--- src/rtl/alu_wide_seq.sv ---
// Multi-word sequencer for the shared N-bit ALU: wide ADD, INC and XOR computed one word
// per cycle, least-significant word first, with the carry chained through ALU_ADC.
module alu_wide_seq #(
    parameter int          N       = 8,
    parameter int          WORDS   = 4,
    parameter logic [2:0]  ALU_ADD = 3'd0,
    parameter logic [2:0]  ALU_ADC = 3'd2,
    parameter logic [2:0]  ALU_INC = 3'd3,
    parameter logic [2:0]  ALU_XOR = 3'd6
) (
    input  logic                 clk_i,
    input  logic                 reset_i,
    input  logic                 start_i,
    input  logic [1:0]           op_i,
    input  logic [WORDS*N-1:0]   a_i,
    input  logic [WORDS*N-1:0]   b_i,
    output logic                 busy_o,
    output logic                 done_o,
    output logic [WORDS*N-1:0]   result_o,
    output logic                 carry_o,
    output logic                 zero_o,
    output logic                 err_o,
    output logic                 alu_enable_o,
    output logic [2:0]           alu_mode_o,
    output logic [N-1:0]         alu_a_o,
    output logic [N-1:0]         alu_b_o,
    input  logic [N-1:0]         alu_out_i,
    input  logic                 alu_flag_zero_i,
    input  logic                 alu_flag_carry_i
);
    localparam int             W    = WORDS * N;
    localparam int             IW   = (WORDS > 1) ? $clog2(WORDS) : 1;
    localparam logic [IW-1:0]  LAST = IW'(WORDS - 1);
    localparam logic [1:0]     OP_ADD = 2'd0;
    localparam logic [1:0]     OP_INC = 2'd1;
    localparam logic [1:0]     OP_XOR = 2'd2;
    localparam logic [1:0]     OP_ERR = 2'd3;

    typedef enum logic [1:0] {S_IDLE = 2'd0, S_ISSUE = 2'd1, S_DRAIN = 2'd2} state_t;

    state_t          state_q, state_d;
    logic [IW-1:0]   wi_q, wi_d, ci_q, ci_d;
    logic [W-1:0]    a_q, a_d, b_q, b_d, acc_q, acc_d, result_q, result_d;
    logic [1:0]      op_q, op_d;
    logic            zacc_q, zacc_d, carry_q, carry_d, zero_q, zero_d;
    logic            err_q, err_d, done_q, done_d;
    logic            alu_en_q, alu_en_d;
    logic [2:0]      alu_mode_q, alu_mode_d;
    logic [N-1:0]    alu_a_q, alu_a_d, alu_b_q, alu_b_d;
    logic            iss_en_s, iss_first_s;
    logic [1:0]      iss_op_s;
    logic [N-1:0]    iss_a_s, iss_b_s;

    // Only the first word uses a carry-free mode so stale ALU carry never leaks in.
    function automatic logic [2:0] word_mode(input logic [1:0] op, input logic first);
        logic [2:0] m;
        case (op)
            OP_ADD:  m = first ? ALU_ADD : ALU_ADC;
            OP_INC:  m = first ? ALU_INC : ALU_ADC;
            OP_XOR:  m = ALU_XOR;
            default: m = 3'd0;
        endcase
        return m;
    endfunction

    // Next-state, word capture and the registered ALU drive for the following cycle.
    always_comb begin
        state_d     = state_q;
        wi_d        = wi_q;
        ci_d        = ci_q;
        a_d         = a_q;
        b_d         = b_q;
        op_d        = op_q;
        zacc_d      = zacc_q;
        acc_d       = acc_q;
        result_d    = result_q;
        carry_d     = carry_q;
        zero_d      = zero_q;
        err_d       = err_q;
        done_d      = 1'b0;
        iss_en_s    = 1'b0;
        iss_first_s = 1'b0;
        iss_op_s    = op_q;
        iss_a_s     = {N{1'b0}};
        iss_b_s     = {N{1'b0}};

        if (((state_q == S_ISSUE) && (wi_q != {IW{1'b0}})) || (state_q == S_DRAIN)) begin
            acc_d[ci_q*N +: N] = alu_out_i;
            zacc_d             = zacc_q & alu_flag_zero_i;
            ci_d               = ci_q + {{(IW-1){1'b0}}, 1'b1};
        end else begin
            ci_d = ci_q;
        end

        case (state_q)
            S_IDLE: begin
                if (start_i && (op_i == OP_ERR)) begin
                    done_d  = 1'b1;
                    err_d   = 1'b1;
                    carry_d = 1'b0;
                    zero_d  = 1'b0;
                end else if (start_i) begin
                    state_d     = S_ISSUE;
                    a_d         = a_i;
                    b_d         = b_i;
                    op_d        = op_i;
                    wi_d        = {IW{1'b0}};
                    ci_d        = {IW{1'b0}};
                    zacc_d      = 1'b1;
                    err_d       = 1'b0;
                    iss_en_s    = 1'b1;
                    iss_first_s = 1'b1;
                    iss_op_s    = op_i;
                    iss_a_s     = a_i[N-1:0];
                    iss_b_s     = b_i[N-1:0];
                end else begin
                    state_d = S_IDLE;
                end
            end
            S_ISSUE: begin
                if (wi_q == LAST) begin
                    state_d = S_DRAIN;
                    wi_d    = {IW{1'b0}};
                end else begin
                    wi_d     = wi_q + {{(IW-1){1'b0}}, 1'b1};
                    iss_en_s = 1'b1;
                    iss_a_s  = a_q[wi_d*N +: N];
                    iss_b_s  = b_q[wi_d*N +: N];
                end
            end
            S_DRAIN: begin
                state_d  = S_IDLE;
                done_d   = 1'b1;
                result_d = acc_d;
                carry_d  = (op_q == OP_XOR) ? 1'b0 : alu_flag_carry_i;
                zero_d   = zacc_d;
            end
            default: begin
                state_d = S_IDLE;
            end
        endcase

        if (iss_en_s) begin
            alu_en_d   = 1'b1;
            alu_mode_d = word_mode(iss_op_s, iss_first_s);
            alu_a_d    = iss_a_s;
            alu_b_d    = (iss_op_s == OP_INC) ? {N{1'b0}} : iss_b_s;
        end else begin
            alu_en_d   = 1'b0;
            alu_mode_d = 3'd0;
            alu_a_d    = {N{1'b0}};
            alu_b_d    = {N{1'b0}};
        end
    end

    // State and output registers with synchronous reset.
    always_ff @(posedge clk_i) begin
        if (reset_i) begin
            state_q    <= S_IDLE;
            wi_q       <= {IW{1'b0}};
            ci_q       <= {IW{1'b0}};
            a_q        <= {W{1'b0}};
            b_q        <= {W{1'b0}};
            acc_q      <= {W{1'b0}};
            result_q   <= {W{1'b0}};
            op_q       <= 2'd0;
            zacc_q     <= 1'b0;
            carry_q    <= 1'b0;
            zero_q     <= 1'b0;
            err_q      <= 1'b0;
            done_q     <= 1'b0;
            alu_en_q   <= 1'b0;
            alu_mode_q <= 3'd0;
            alu_a_q    <= {N{1'b0}};
            alu_b_q    <= {N{1'b0}};
        end else begin
            state_q    <= state_d;
            wi_q       <= wi_d;
            ci_q       <= ci_d;
            a_q        <= a_d;
            b_q        <= b_d;
            acc_q      <= acc_d;
            result_q   <= result_d;
            op_q       <= op_d;
            zacc_q     <= zacc_d;
            carry_q    <= carry_d;
            zero_q     <= zero_d;
            err_q      <= err_d;
            done_q     <= done_d;
            alu_en_q   <= alu_en_d;
            alu_mode_q <= alu_mode_d;
            alu_a_q    <= alu_a_d;
            alu_b_q    <= alu_b_d;
        end
    end

    assign busy_o       = (state_q != S_IDLE);
    assign done_o       = done_q;
    assign result_o     = result_q;
    assign carry_o      = carry_q;
    assign zero_o       = zero_q;
    assign err_o        = err_q;
    assign alu_enable_o = alu_en_q;
    assign alu_mode_o   = alu_mode_q;
    assign alu_a_o      = alu_a_q;
    assign alu_b_o      = alu_b_q;
endmodule

--- config.mk ---
export PLATFORM = sky130hd
export DESIGN_NAME = alu_wide_seq
export DESIGN_NICKNAME = d
export VERILOG_FILES = /design/src/rtl/alu_wide_seq.sv
export SDC_FILE = /design/constraint.sdc
export NUM_CORES = 1
export LEC_CHECK = 0
export ABC_CLOCK_PERIOD_IN_PS = 7500
export BUFFER_PORTS_ARGS = -buffer_cell sky130_fd_sc_hd__buf_2
export CORE_MARGIN = 3
export CORE_UTILIZATION = 60
export CTS_CLUSTER_DIAMETER = 30
export CTS_CLUSTER_SIZE = 40
export DETAILED_ROUTE_END_ITERATION = 10
export PLACE_DENSITY = 0.86
export RECOVER_POWER = 100
export SLEW_MARGIN = 20
export SYNTH_ARGS = -nofsm -noshare
export SYNTH_HDL_FRONTEND = slang
export SYNTH_SLANG_ARGS = --single-unit
--- constraint.sdc ---
create_clock -name clk_i -period 7.5 [get_ports clk_i]
set_clock_uncertainty 0.2 [all_clocks]
set_input_delay 0.75 -clock clk_i [delete_from_list [all_inputs] [get_ports clk_i]]
set_output_delay 0.75 -clock clk_i [all_outputs]
set_load 0.01 [all_outputs]
==> out/qor.yml <==
pwr:
  leakagePower_nw: 2.94
  ir_worst_vdd_v: 0.000190
  pwr_density_cell_nw_per_um2: 239
setup_path:
  path_max_fanout: 104
  crit_slowest_cell: "clkbuf_1"
  cp-start-kind: "primary input"
  slowest_delay_ps: 2800
  arrival_ps: 4900
  crit_chain: "buf_4, clkbuf_1, nor2b_1, nand2_1, mux2i_1"
  critPathCaptureType: "flip-flop"
  critPathKind: "primary input to flip-flop"
  cp.required_ps: 7580
detailed_routing:
  num_vias: 6352
  drtIter0Drc: 638
  ant_nets: 0
  vias_per_cell: 6.24
  totalWireLength_um: 18900
  drt-wirelength-per-cell_um: 18.5
  route.detailed.drc: 0
  detail_route.first_pass.iterations: 5
die:
  die_x_um: 115
  die_area_um2: 13300
  core_area_um2: 11500
  die_h_um: 115
  start_util: 0.621
  pin_count: 136
  rows: 39
outcome:
  run_status: "finished with violations"
  failed_checks: "max-capacitance violations, max-slew violations"
placed_design:
  gp_congestion: 0.859
  dp_cells: 986
  hpwl_um: 11900
  port-buffer-count: 135
  place_area_um2: 7710
  dp_slack_ps: 4270
synthesis:
  synthTopCellsByCount: "161 x dfxtp_1, 84 x a21oi_1, 75 x nand3_1"
  syn_nets: 870
  netlist_instances: 780
  yosysWarningCount: 0
  synth_edf_count: 0
  synth_top_area_cell: "dfxtp_1"
  synth_area_leaders: "dfxtp_1 45%, a21oi_1 5.9%, nand3_1 5.2%"
  synthDistinctLibCells: 54
  synth_area_um2: 7150
  syn_area_per_cell_um2: 9.17
  synthFlopType: "dfxtp_1"
  synth_top_area_frac: 0.451
  async_flop_share: 0
  synth_most_common_cell: "dfxtp_1"
  synth_seq_cells: 161
  yosysSeqAreaShare: 0.451
grt:
  grt_max_degree: 105
  antenna_found_initial: 0
  grt_use_total: 0.279
  grt_pass1_wl_um: 29300
  grt_pass1_vias: 5964
  grt_overflow_total: 0
timing:
  hold_viol_final: 0
  tightest_slew_ps: 3910
  worst_slack_ps: 2670
  clock.fmax_mhz: 207
  period_needed_ps: 4830
  relSlewSlack: -1.61
  maxSlewViolCount: 273
  fin_setup_tns_ps: 0
  finalSetupViolCount: 0
  period_share: 0.643
  rsz0062_at_grt: "false"
finish:
  drive_above_1_share: 0.159
  postLayoutCellArea_um2: 8210
  finalNetCount: 952
  fin_cells: 1018
  insertedDiodeCount: 0
  syn_to_final_growth_pct: 14.9
  fin_util: 0.713
cts:
  cts_resized: 0
  htreeDepth: 4
  cts.path.max_buffers: 2
  clock-sinks: 161
  root_buffer: "clkbuf_16"
  ctsHoldBuffers: 0
  cts.clk_slew.worst_paths_ps: 60
  tritoncts: "built"
  cts_setup_buffers: 0
  worstSkewPairLatency_ps: 430
  cts_buffers: 17
run:
  drv_cap: 4
hold_path:
  hold_path_class: "flip-flop to flip-flop"
[metal layers]
metal / global-route usage / up-vias / part of all wire
met3: 0.0679 / 53 / 0.089
li1: - / 2977 / -
met1: 0.360 / 2988 / 0.41
met2: 0.437 / 334 / 0.47
met4: 0.145 / 0 / 0.031
met5: 0 / - / 0
[stage by stage]
| step | power [W] | hold slack [ps] |
|---|---|---|
| 6_report | 0.00196 | 274 |
| 3_5_place_dp | 0.00110 | 261 |
| 2_1_floorplan | 0.00104 | 244 |
| 5_1_grt | 0.00202 | 291 |
| 4_1_cts | 0.00197 | 276 |
| 3_3_place_gp | 0.00109 | 254 |
[kinds of logic after synthesis]
| kind of cell | after synthesis | share of synthesized area |
|---|---|---|
| AND/OR/NAND/NOR | 264 | 0.206 |
| AO/OA/AOI/OAI | 207 | 0.173 |
| flip-flops | 161 | 0.451 |
| buffers and inverters | 88 | 0.0544 |
| multiplexers | 49 | 0.0967 |
| adder cells (fa/ha/maj) | 11 | 0.0192 |
[path summary, 6_finish.rpt]
check / start / to / slack, ps / cells past startpoint
setup / recovery: reset_i / acc_q[22]$_SDFF_PP0_ / 2670 / 5
hold / removal: acc_q[15]$_SDFF_PP0_ / acc_q[15]$_SDFF_PP0_ / 270 / 2
setup reg to reg: state_q[1]$_SDFFE_PP0P_ / a_q[26]$_SDFFE_PP0N_ / 3090 / 4
hold reg to reg: acc_q[15]$_SDFF_PP0_ / acc_q[15]$_SDFF_PP0_ / 270 / 2
[flip-flops by register name, summed over array words and instances, names as in the netlist]
register,flops
zacc_q,1
alu_mode_o,3
alu_b_o,8
wi_q,2
carry_o,1
done_o,1
ci_q,2
result_o,32
alu_a_o,8
acc_q,32
err_o,1
alu_enable_o,1
a_q,32
zero_o,1
op_q,2
b_q,32
state_q,2
[critical path, delay by kind of cell]
family / cells / cell delay, ps
buffers and inverters: 2 / 3330
muxes: 1 / 90
and+or+nand+nor: 2 / 670
[final cells by class]
type / instances / area, µm²
Clock inverter: 13 / 149
Inverter: 11 / 41.3
Fill cell: 878 / 3300
Sequential cell: 161 / 3220
Tap cell: 143 / 179
Timing Repair Buffer: 140 / 633
Clock buffer: 19 / 443
Multi-Input combinational cell: 531 / 3550
[placed cells by master (no fill, tap or decap), drive strengths merged, types with 2 or more instances in the layout]
master / Yosys / routed
a21boi: 2 / 2
or3b: 2 / 2
nor2: 35 / 35
mux2i: 32 / 32
nor3: 33 / 33
dfxtp: 161 / 161
o22ai: 2 / 2
nor2b: 14 / 14
a211oi: 8 / 8
and3b: 2 / 2
mux4: 16 / 16
a311oi: 8 / 8
ha: 11 / 11
a21oi: 86 / 86
buf: 31 / 80
nand4: 3 / 3
nand3b: 14 / 14
nand3: 75 / 75
o21ai: 69 / 69
nand2b: 36 / 36
nor4b: 5 / 5
nand2: 30 / 30
inv: 9 / 15
nor3b: 8 / 8
clkinvlp: 0 / 3
a22o: 8 / 8
clkbuf: 46 / 79
bufinv: 0 / 2
a221oi: 19 / 19
clkinv: 2 / 4
[report_power, final]
part           leakage, nW  switching, W  internal [W]
Sequential            1.31     0.0000212      0.000885
Combinational         1.35      0.000112     0.0000721
Clock                0.282      0.000368      0.000505
No activity file was read; power rests on OpenSTA's default activity.
